--- src/rtl/ext_mem_loader_if.sv ---
// ---------------------------------------------------------------------------
// ext_mem_loader_if
// Bundles the serial byte streams and the external memory port of
// ext_mem_loader.
//   rx_*     : command bytes in (valid/ready)
//   tx_*     : response bytes out (valid/ready)
//   pause    : processor halt request
//   external*: memory port ownership, address, write data, mode codes,
//              read data
// slave  = the loader itself; master = the environment driving it.
// ---------------------------------------------------------------------------
interface ext_mem_loader_if;
   logic [7:0]  rx_data;
   logic        rx_valid;
   logic        rx_ready;
   logic [7:0]  tx_data;
   logic        tx_valid;
   logic        tx_ready;
   logic        pause;
   logic        externalMemoryControl;
   logic [31:0] externalAddress;
   logic [31:0] externalData;
   logic [2:0]  externalReadMode;
   logic [2:0]  externalWriteMode;
   logic [31:0] externalDataOut;

   modport slave (
      input  rx_data, rx_valid, tx_ready, externalDataOut,
      output rx_ready, tx_data, tx_valid, pause, externalMemoryControl,
             externalAddress, externalData, externalReadMode, externalWriteMode
   );

   modport master (
      output rx_data, rx_valid, tx_ready, externalDataOut,
      input  rx_ready, tx_data, tx_valid, pause, externalMemoryControl,
             externalAddress, externalData, externalReadMode, externalWriteMode
   );
endinterface

--- src/rtl/ext_mem_loader.sv ---
// ---------------------------------------------------------------------------
// ext_mem_loader
// Byte-command front end that halts the processor and reads/writes words of
// external memory on its behalf.
//   'W' a3 a2 a1 a0 d3 d2 d1 d0 : word write, answers 'K'
//   'R' a3 a2 a1 a0             : word read, answers 4 data bytes MSB first
//   'G' / 'H'                   : release / halt processor, answers 'K'
//   anything else, or a stalled command : answers '?'
// Ports:
//   clk  - rising-edge clock
//   rst  - asynchronous active-low reset
//   bus  - ext_mem_loader_if.slave (serial rx/tx, pause, memory port)
// Every output comes straight from a register.
// ---------------------------------------------------------------------------
module ext_mem_loader #(
   parameter int TIMEOUT_CYCLES = 1000000,
   parameter int READ_LATENCY   = 2        // 1..15
) (
   input  logic             clk,
   input  logic             rst,
   ext_mem_loader_if.slave  bus
);

   // Memory mode codes; only NONE and WORD are ever issued.
   localparam logic [2:0] MODE_NONE = 3'd0;
   localparam logic [2:0] MODE_WORD = 3'd3;

   localparam logic [7:0] OP_W   = 8'h57;
   localparam logic [7:0] OP_R   = 8'h52;
   localparam logic [7:0] OP_G   = 8'h47;
   localparam logic [7:0] OP_H   = 8'h48;
   localparam logic [7:0] RSP_OK = 8'h4B;
   localparam logic [7:0] RSP_ER = 8'h3F;

   localparam int TW = $clog2(TIMEOUT_CYCLES + 1);

   typedef enum logic [2:0] {
      S_IDLE, S_ADDR, S_DATA, S_WRITE, S_READ, S_SEND, S_ACK
   } state_t;

   state_t        r_state, w_state;
   logic          r_is_wr, w_is_wr;
   logic [1:0]    r_cnt, w_cnt;
   logic [TW-1:0] r_tmo, w_tmo;
   logic [3:0]    r_lat, w_lat;
   logic [31:0]   r_rdata, w_rdata;
   logic [31:0]   r_addr, w_addr;
   logic [31:0]   r_data, w_data;
   logic          r_pause, w_pause;
   logic          r_mc, w_mc;
   logic [2:0]    r_rmode, w_rmode;
   logic [2:0]    r_wmode, w_wmode;
   logic [7:0]    r_tx_data, w_tx_data;
   logic          r_tx_valid, w_tx_valid;
   logic          r_rx_ready, w_rx_ready;

   logic          w_rx_acc, w_tx_acc, w_tmo_hit;

   always_ff @(posedge clk or negedge rst) begin
      if (!rst) begin
         r_state    <= S_IDLE;
         r_is_wr    <= 1'b0;
         r_cnt      <= 2'd0;
         r_tmo      <= '0;
         r_lat      <= 4'd0;
         r_rdata    <= 32'd0;
         r_addr     <= 32'd0;
         r_data     <= 32'd0;
         r_pause    <= 1'b1;
         r_mc       <= 1'b1;
         r_rmode    <= MODE_NONE;
         r_wmode    <= MODE_NONE;
         r_tx_data  <= 8'd0;
         r_tx_valid <= 1'b0;
         r_rx_ready <= 1'b0;
      end else begin
         r_state    <= w_state;
         r_is_wr    <= w_is_wr;
         r_cnt      <= w_cnt;
         r_tmo      <= w_tmo;
         r_lat      <= w_lat;
         r_rdata    <= w_rdata;
         r_addr     <= w_addr;
         r_data     <= w_data;
         r_pause    <= w_pause;
         r_mc       <= w_mc;
         r_rmode    <= w_rmode;
         r_wmode    <= w_wmode;
         r_tx_data  <= w_tx_data;
         r_tx_valid <= w_tx_valid;
         r_rx_ready <= w_rx_ready;
      end
   end

   always_comb begin
      w_state    = r_state;
      w_is_wr    = r_is_wr;
      w_cnt      = r_cnt;
      w_tmo      = r_tmo;
      w_lat      = r_lat;
      w_rdata    = r_rdata;
      w_addr     = r_addr;
      w_data     = r_data;
      w_pause    = r_pause;
      w_mc       = r_mc;
      w_rmode    = r_rmode;
      w_wmode    = r_wmode;
      w_tx_data  = r_tx_data;
      w_tx_valid = r_tx_valid;

      w_rx_acc  = bus.rx_valid && r_rx_ready;
      w_tx_acc  = r_tx_valid && bus.tx_ready;
      w_tmo_hit = (r_tmo == TW'(TIMEOUT_CYCLES - 1));

      case (r_state)
         S_IDLE: begin
            if (w_rx_acc) begin
               case (bus.rx_data)
                  OP_W, OP_R: begin
                     w_is_wr = (bus.rx_data == OP_W);
                     w_pause = 1'b1;
                     w_mc    = 1'b1;
                     w_cnt   = 2'd0;
                     w_tmo   = '0;
                     w_state = S_ADDR;
                  end
                  OP_G: begin
                     w_pause    = 1'b0;
                     w_mc       = 1'b0;
                     w_tx_data  = RSP_OK;
                     w_tx_valid = 1'b1;
                     w_state    = S_ACK;
                  end
                  OP_H: begin
                     w_pause    = 1'b1;
                     w_mc       = 1'b1;
                     w_tx_data  = RSP_OK;
                     w_tx_valid = 1'b1;
                     w_state    = S_ACK;
                  end
                  default: begin
                     w_tx_data  = RSP_ER;
                     w_tx_valid = 1'b1;
                     w_state    = S_ACK;
                  end
               endcase
            end
         end

         // Address and data fields share the byte counter and the idle timer.
         S_ADDR, S_DATA: begin
            if (w_rx_acc) begin
               w_tmo = '0;
               w_cnt = r_cnt + 2'd1;
               if (r_state == S_ADDR) w_addr = {r_addr[23:0], bus.rx_data};
               else                   w_data = {r_data[23:0], bus.rx_data};
               if (r_cnt == 2'd3) begin
                  if (r_state == S_DATA) begin
                     w_state = S_WRITE;
                     w_wmode = MODE_WORD;
                  end else if (r_is_wr) begin
                     w_state = S_DATA;
                  end else begin
                     w_state = S_READ;
                     w_rmode = MODE_WORD;
                     w_lat   = 4'd0;
                  end
               end
            end else if (w_tmo_hit) begin
               // Abandon the command; the processor stays halted.
               w_tx_data  = RSP_ER;
               w_tx_valid = 1'b1;
               w_state    = S_ACK;
            end else begin
               w_tmo = r_tmo + TW'(1);
            end
         end

         S_WRITE: begin
            w_wmode    = MODE_NONE;
            w_tx_data  = RSP_OK;
            w_tx_valid = 1'b1;
            w_state    = S_ACK;
         end

         S_READ: begin
            if (r_lat == 4'(READ_LATENCY - 1)) begin
               // First byte goes straight to tx; the rest queue up in r_rdata.
               w_rmode    = MODE_NONE;
               w_tx_data  = bus.externalDataOut[31:24];
               w_rdata    = {bus.externalDataOut[23:0], 8'h00};
               w_tx_valid = 1'b1;
               w_cnt      = 2'd0;
               w_state    = S_SEND;
            end else begin
               w_lat = r_lat + 4'd1;
            end
         end

         S_SEND: begin
            if (w_tx_acc) begin
               if (r_cnt == 2'd3) begin
                  w_tx_valid = 1'b0;
                  w_state    = S_IDLE;
               end else begin
                  w_cnt     = r_cnt + 2'd1;
                  w_tx_data = r_rdata[31:24];
                  w_rdata   = {r_rdata[23:0], 8'h00};
               end
            end
         end

         S_ACK: begin
            if (w_tx_acc) begin
               w_tx_valid = 1'b0;
               w_state    = S_IDLE;
            end
         end

         default: w_state = S_IDLE;
      endcase

      // Registered off the next state so ready is high exactly while the
      // FSM sits in a byte-accepting state.
      w_rx_ready = (w_state == S_IDLE) || (w_state == S_ADDR) || (w_state == S_DATA);
   end

   assign bus.rx_ready              = r_rx_ready;
   assign bus.tx_data               = r_tx_data;
   assign bus.tx_valid              = r_tx_valid;
   assign bus.pause                 = r_pause;
   assign bus.externalMemoryControl = r_mc;
   assign bus.externalAddress       = r_addr;
   assign bus.externalData          = r_data;
   assign bus.externalReadMode      = r_rmode;
   assign bus.externalWriteMode     = r_wmode;

endmodule

--- src/flat_wrapper.sv ---
// flat-port wrapper written by rule: the top's interface ports become plain ports
module ext_mem_loader_flat 
#(
   parameter int TIMEOUT_CYCLES = 1000000,
   parameter int READ_LATENCY   = 2                
)
  (clk, rst, bus_rx_data, bus_rx_valid, bus_tx_ready, bus_externalDataOut, bus_rx_ready, bus_tx_data, bus_tx_valid, bus_pause, bus_externalMemoryControl, bus_externalAddress, bus_externalData, bus_externalReadMode, bus_externalWriteMode);
  ext_mem_loader_if bus_i ();
  input  logic clk;
  input  logic rst;
  input wire logic [$bits(bus_i.rx_data)-1:0] bus_rx_data;
  input wire logic [$bits(bus_i.rx_valid)-1:0] bus_rx_valid;
  input wire logic [$bits(bus_i.tx_ready)-1:0] bus_tx_ready;
  input wire logic [$bits(bus_i.externalDataOut)-1:0] bus_externalDataOut;
  output wire logic [$bits(bus_i.rx_ready)-1:0] bus_rx_ready;
  output wire logic [$bits(bus_i.tx_data)-1:0] bus_tx_data;
  output wire logic [$bits(bus_i.tx_valid)-1:0] bus_tx_valid;
  output wire logic [$bits(bus_i.pause)-1:0] bus_pause;
  output wire logic [$bits(bus_i.externalMemoryControl)-1:0] bus_externalMemoryControl;
  output wire logic [$bits(bus_i.externalAddress)-1:0] bus_externalAddress;
  output wire logic [$bits(bus_i.externalData)-1:0] bus_externalData;
  output wire logic [$bits(bus_i.externalReadMode)-1:0] bus_externalReadMode;
  output wire logic [$bits(bus_i.externalWriteMode)-1:0] bus_externalWriteMode;
  assign bus_i.rx_data = bus_rx_data;
  assign bus_i.rx_valid = bus_rx_valid;
  assign bus_i.tx_ready = bus_tx_ready;
  assign bus_i.externalDataOut = bus_externalDataOut;
  assign bus_rx_ready = bus_i.rx_ready;
  assign bus_tx_data = bus_i.tx_data;
  assign bus_tx_valid = bus_i.tx_valid;
  assign bus_pause = bus_i.pause;
  assign bus_externalMemoryControl = bus_i.externalMemoryControl;
  assign bus_externalAddress = bus_i.externalAddress;
  assign bus_externalData = bus_i.externalData;
  assign bus_externalReadMode = bus_i.externalReadMode;
  assign bus_externalWriteMode = bus_i.externalWriteMode;
  ext_mem_loader #(.TIMEOUT_CYCLES(TIMEOUT_CYCLES), .READ_LATENCY(READ_LATENCY)) u_core (.clk(clk), .rst(rst), .bus(bus_i));
endmodule
--- config.mk ---
export PLATFORM = sky130hd
export DESIGN_NAME = ext_mem_loader_flat
export DESIGN_NICKNAME = d
export VERILOG_FILES = /design/src/rtl/ext_mem_loader_if.sv /design/src/rtl/ext_mem_loader.sv /design/src/flat_wrapper.sv
export SDC_FILE = /design/constraint.sdc
export NUM_CORES = 1
export LEC_CHECK = 0
export BUFFER_PORTS_ARGS = -buffer_cell sky130_fd_sc_hd__buf_2
export CORE_UTILIZATION = 59
export DETAILED_ROUTE_END_ITERATION = 7
export PLACE_DENSITY = 0.95
export RECOVER_POWER = 50
export REMOVE_ABC_BUFFERS = 1
export SYNTH_ARGS = -nofsm -noshare
export SYNTH_HDL_FRONTEND = slang
export SYNTH_SLANG_ARGS = --single-unit
--- constraint.sdc ---
create_clock -name clk -period 5.18 [get_ports clk]
set_input_delay 0 -clock clk [delete_from_list [all_inputs] [get_ports clk]]
set_output_delay 0 -clock clk [all_outputs]
set_load 0.05 [all_outputs]
* Yosys cells after proc, flatten, opt, wreduce, memory -nomap -nowiden
Index checks and enable logic that the tools add are counted.
** Storage, ports and cells
- Register bits :: 143
- Input bits :: 44
- Output and inout port bits :: 82
- Word-level logic and storage cells :: 142
** Cells by class
- $add $sub $neg :: 3
- Eq/ne operators :: 32
- Multiplexer cells :: 62
- Bitwise gates (word level) :: 1
- Reduce and logical (&&, ||, !) cells :: 30
** Operator list (number)
- 32-bit two-way mux :: 3
- 20-bit two-way mux :: 4
- 32-bit one-hot mux with 2 select lines :: 1
- 3-bit two-way mux :: 19
- 8-bit two-way mux :: 6
- 20-bit one-hot mux with 2 select lines :: 1
- 8-bit one-hot mux with 5 select lines :: 1
- 8-bit by 7-bit equality test with 1-bit output (second input constant) :: 4
- 20-bit by 1-bit adder with 20-bit output (second input constant) :: 1
- 20-bit equality test (second input constant) :: 1
- 4-bit two-way mux :: 5
- 2-bit by 1-bit inequality test with 1-bit output (second input constant) :: 9
- 3-bit one-hot mux with 6 select lines :: 1
- 8-bit one-hot mux with 2 select lines :: 1
- 2-bit inequality test (second input constant) :: 7
- 2-bit two-way mux :: 6
- 3-bit one-hot mux with 2 select lines :: 2
- 3-bit AND reduction :: 4
- 4-bit AND reduction :: 3
- 6-bit AND reduction :: 2
- 2-bit nonzero test :: 5
- 3-bit by 2-bit equality test with 1-bit output (second input constant) :: 3
- 3-bit equality test (second input constant) :: 3
- 9-bit AND reduction :: 1
- other kinds (22) :: 35

* Depth between registers and ports, before layout
- Depth in word-level cells :: 8
- Mapped depth :: 8
- Depth with buffers taken out :: 7

* Worst setup path before layout
Ideal clock, no wire load.
- Path type :: register to register
- Start point :: reg u_core.r_tmo[0]
- End point :: reg u_core.r_tx_data[2] (netlist: u_core.bus.tx_data[2])
- Setup time :: 0.125 ns
- Arrival :: 2.136 ns
- Data required time :: 5.055 ns
- Slack :: 2.919 ns
- Cell stages (with the launch flop) :: 7
- Path buffers :: 0
- Clock period less this slack :: 2.261 ns
- Cells stage by stage :: dfrtp_1 ha_1 or2b_2 nor4_4 a31oi_2 nor3_4 mux2_2
** Between the ends
- Longest elaborated chain between the ends :: 3
** Ends and longest elaborated chain
- start, declared :: line ext_mem_loader.sv:44 : logic [TW-1:0] r_tmo, w_tmo;
- start signal, assigned :: line ext_mem_loader.sv:80 : r_tmo <= w_tmo;
- 20-bit equality test :: line ext_mem_loader.sv:113 : w_tmo_hit = (r_tmo == TW'(TIMEOUT_CYCLES - 1));
- 2-bit by 1-bit inequality test with 1-bit output (no line)
- 8-bit AND reduction (no line)
- end signal, assigned :: line ext_mem_loader.sv:89 : r_tx_data <= w_tx_data;
- end, declared :: line ext_mem_loader.sv:53 : logic [7:0] r_tx_data, w_tx_data;
Every way passes these cells.
A chain may end at the register's enable or synchronous reset.

==> flow_metrics.py <==
metrics = {
    "status": {
        "status": "complete, but fails checks",
        "violations": "capacitance limit, slew limit",
    },
    "floorplanning": {
        "ios": 126,
        "coreArea_mm2": 0.00995,
        "die_x_um": 104,
        "start_util_pct": 61.9,
        "dieArea_mm2": 0.0109,
        "fp-row-count": 36,
        "die_h_um": 104,
    },
    "yosys": {
        "synthMuxAreaShare_pct": 13.4,
        "yosysSeqAreaShare_pct": 53.2,
        "synth_top_area_share_pct": 52.8,
        "syn_area_per_cell_um2": 11.0,
        "synthArstFlopShare_pct": 100,
        "synth.most_common_cell": "dfrtp_1",
        "ys.flop_type": "dfrtp_1",
        "yosysUniqueCellTypes": 61,
        "synth_xor_area_share_pct": 0.426,
        "synth_area_mm2": 0.00616,
        "synthCells": 561,
        "synth-compound-area-share_pct": 12.2,
        "synth_adder_area_share_pct": 0.812,
        "synth_top_family_by_area": "simple AND/OR/NAND/NOR gates",
        "ys_warn_count": 0,
        "yosys.area.top_type": "dfrtp_1",
        "synth_edf_count": 0,
        "synthTopCellsByCount": "130 x dfrtp_1, 68 x mux2_2, 55 x nand2_1",
        "synth-seq-cells": 131,
        "ys_top_cells_by_area": "dfrtp_1 53%, mux2_2 12%, nand2_1 3.4%",
        "synth-simple-area-share_pct": 16.2,
    },
    "sta": {
        "finalClockSkew_ns": 0.0105,
        "setup_violations": 0,
        "worst_pin_slew_ns": 3.78,
        "fin_crit_sh_pct": 69.6,
        "relSlewSlack_pct": -152,
        "final_hold_viol_count": 0,
        "max_freq_mhz": 277,
        "period_minus_slack_ns": 3.61,
        "timing.final.max_slew_violations": 73,
        "rsz0062_at_grt": "no",
        "finalSetupTns_ns": 0,
    },
    "setup_path": {
        "crit_path_start": "rst",
        "worstSetupPathType": "primary input to asynchronous set/reset pin",
        "cp.required_ns": 5.75,
        "rrSetupSlack_ns": 1.62,
        "worstPathMaxFanout": 72,
        "critPathLaunchType": "primary input",
        "cp.arrival_ns": 4.18,
        "worst_path_largest_cell_delay_ns": 2.64,
        "rr_startpoint": "u_core.r_state[2]$_DFF_PN0_",
        "crit_path_top_delay_cell": "clkbuf_1",
        "timing.rr.end": "u_core.r_rdata[17]$_DFFE_PN0P_",
        "cp-end-kind": "asynchronous set/reset pin",
        "cp_cell_sequence": "dlygate4sd3_1, clkbuf_1, buf_4",
        "reg2regPathDepth": 5,
    },
    "pwr": {
        "power_density_mw_per_mm2": 303,
        "p_clk_share_pct": 53.1,
        "combPwrFrac_pct": 3.3,
        "p_sw_mw": 0.537,
        "p_leak_nw": 3.51,
        "p_int_mw": 1.81,
        "ir_drop_uv": 211,
        "sw_frac_of_total_pct": 22.9,
        "power_mw": 2.35,
        "seqPwrFrac_pct": 43.6,
    },
    "clocking": {
        "cts_buffers": 17,
        "clk_pin_slew_ns": 0.07,
        "post_cts_resized": 0,
        "clk-insertion-delay-late_ns": 0.53,
        "root_buffer": "clkbuf_8",
        "post_cts_buffers": 0,
        "clk_path_buf_depth": 2,
        "cts_tree": "yes",
        "htree_levels": 4,
        "hold_buffers": 43,
        "cts.sinks": 131,
    },
    "grt": {
        "grt_antenna_before_repair": 0,
        "overflow": 0,
        "grt_pass1_wl_mm": 30.9,
        "grt_pass1_vias": 5721,
        "grt_start_max_net_pins": 73,
        "track_usage_pct": 37.3,
    },
    "detailed_routing": {
        "drc": 0,
        "first_pass_iters": 6,
        "wl_per_cell_um": 22.1,
        "vias": 5542,
        "viasPerCell": 6.44,
        "routed_wl_mm": 19.0,
        "route.antenna.remaining_nets": 0,
        "first_iter_violations": 595,
    },
    "placement": {
        "port_buffers": 123,
        "routabilityCongestion": 0.821,
        "dp_hpwl_mm": 9.98,
    },
    "worst_hold_path": {
        "hold_start": "bus_externalDataOut[30]",
        "hold_path_depth": 5,
        "whs_endpoint": "u_core.bus.tx_data[6]$_DFFE_PN0P_",
        "hold_path_class": "primary input to register",
    },
    "final_layout": {
        "utilization_pct": 77.8,
        "nNetsFinal": 763,
        "drive_gt1_share_pct": 22.5,
        "fill_cells": 569,
        "synthToLayoutAreaGrowth_pct": 25.6,
        "antenna_cells": 0,
    },
    "job": {
        "drv_cap": 1,
    },
}
-- power groups by stage --
stage / sequential [mW] / clock (mW) / combinational (mW)
final: 1.02 / 1.25 / 0.0785
after global routing: 1.02 / 1.30 / 0.0842
after CTS: 1.02 / 1.24 / 0.0749
after detailed placement: 1.04 / 0 / 0.0497
after global placement: 1.04 / 0 / 0.0475
after floorplan: 1.04 / 0 / 0.00683
-- metrics by stage --
stage	cells	cell area [µm²]	hold WS [ns]	setup slack [ns]
final	861	7740	0.127	1.57
after global routing	861	7740	0.148	0.856
after CTS	861	7850	0.0291	1.85
after detailed placement	786	6810	0.166	2.10
after global placement	786	6810	0.154	2.32
after floorplan	526	5990	-0.296	1.47
-- routing by layer --
layer  vias up  global-route usage (%)  share of wire (%)
met1      2659                    42.7                 35
met4         0                    24.0                6.2
met5         -                       0                  0
met2       413                    62.0                 50
li1       2348                       -                  -
met3       122                    9.96                8.5
-- worst max-delay path, delay by kind of cell --
family | cells | cell delay [ns]
buffers and inverters | 3 | 4.10
-- worst max path at each step --
| stage | endpoint |
|---|---|
| after floorplan | u_core.bus.externalData[0]$_DFFE_PN0P_ |
| after global placement | u_core.r_rdata[24]$_DFFE_PN0P_ |
| after detailed placement | u_core.r_rdata[17]$_DFFE_PN0P_ |
| after CTS | u_core.r_rdata[17]$_DFFE_PN0P_ |
| after global routing | u_core.bus.externalAddress[2]$_DFFE_PN0P_ |
| final | u_core.bus.externalAddress[2]$_DFFE_PN0P_ |
-- area by class of cell --
class                      instances  area [µm²]  share of cell area [%]
timing repair buffer             170         975                    12.6
sequential                       131        3280                    42.4
inverter                          13        48.8                   0.630
clock inverter                    13         174                    2.25
clock buffer                      19         432                    5.58
multi-input combinational        382        2670                    34.4
tap                              133         166                    2.15
-- layout by cell type, fill, tap and decap left out, drive strengths merged, types with 16 or more instances in the layout --
cell type,instances
dfrtp,130
dlygate4sd3,43
nor2,34
clkbuf,100
mux2,68
buf,46
nand2,56
inv,16
o21ai,26
o31ai,20
a31oi,18
a21oi,24
-- state kept, by name (all words and copies together) (netlist names) --
name,cells
u_core.bus.pause,1
u_core.bus.tx_data,8
u_core.bus.externalWriteMode,1
u_core.bus.tx_valid,1
u_core.r_rdata,24
u_core.bus.externalReadMode,1
u_core.r_lat,4
u_core.bus.rx_ready,1
u_core.r_state,3
u_core.bus.externalAddress,32
u_core.bus.externalData,32
u_core.r_is_wr,1
u_core.r_tmo,20
u_core.r_cnt,2
-- cell families (layout without fill, tap and decap cells) --
group                    after synthesis  in the layout
AND/OR/NAND/NOR                      182            182
adder cells (fa/ha/maj)                4              4
AO/OA/AOI/OAI                        117            117
XOR/XNOR                               3              3
flip-flops                           131            131
buffers and inverters                 49            215
multiplexers                          74             74
other                                  1              2
No activity file was read; power rests on OpenSTA's default activity.
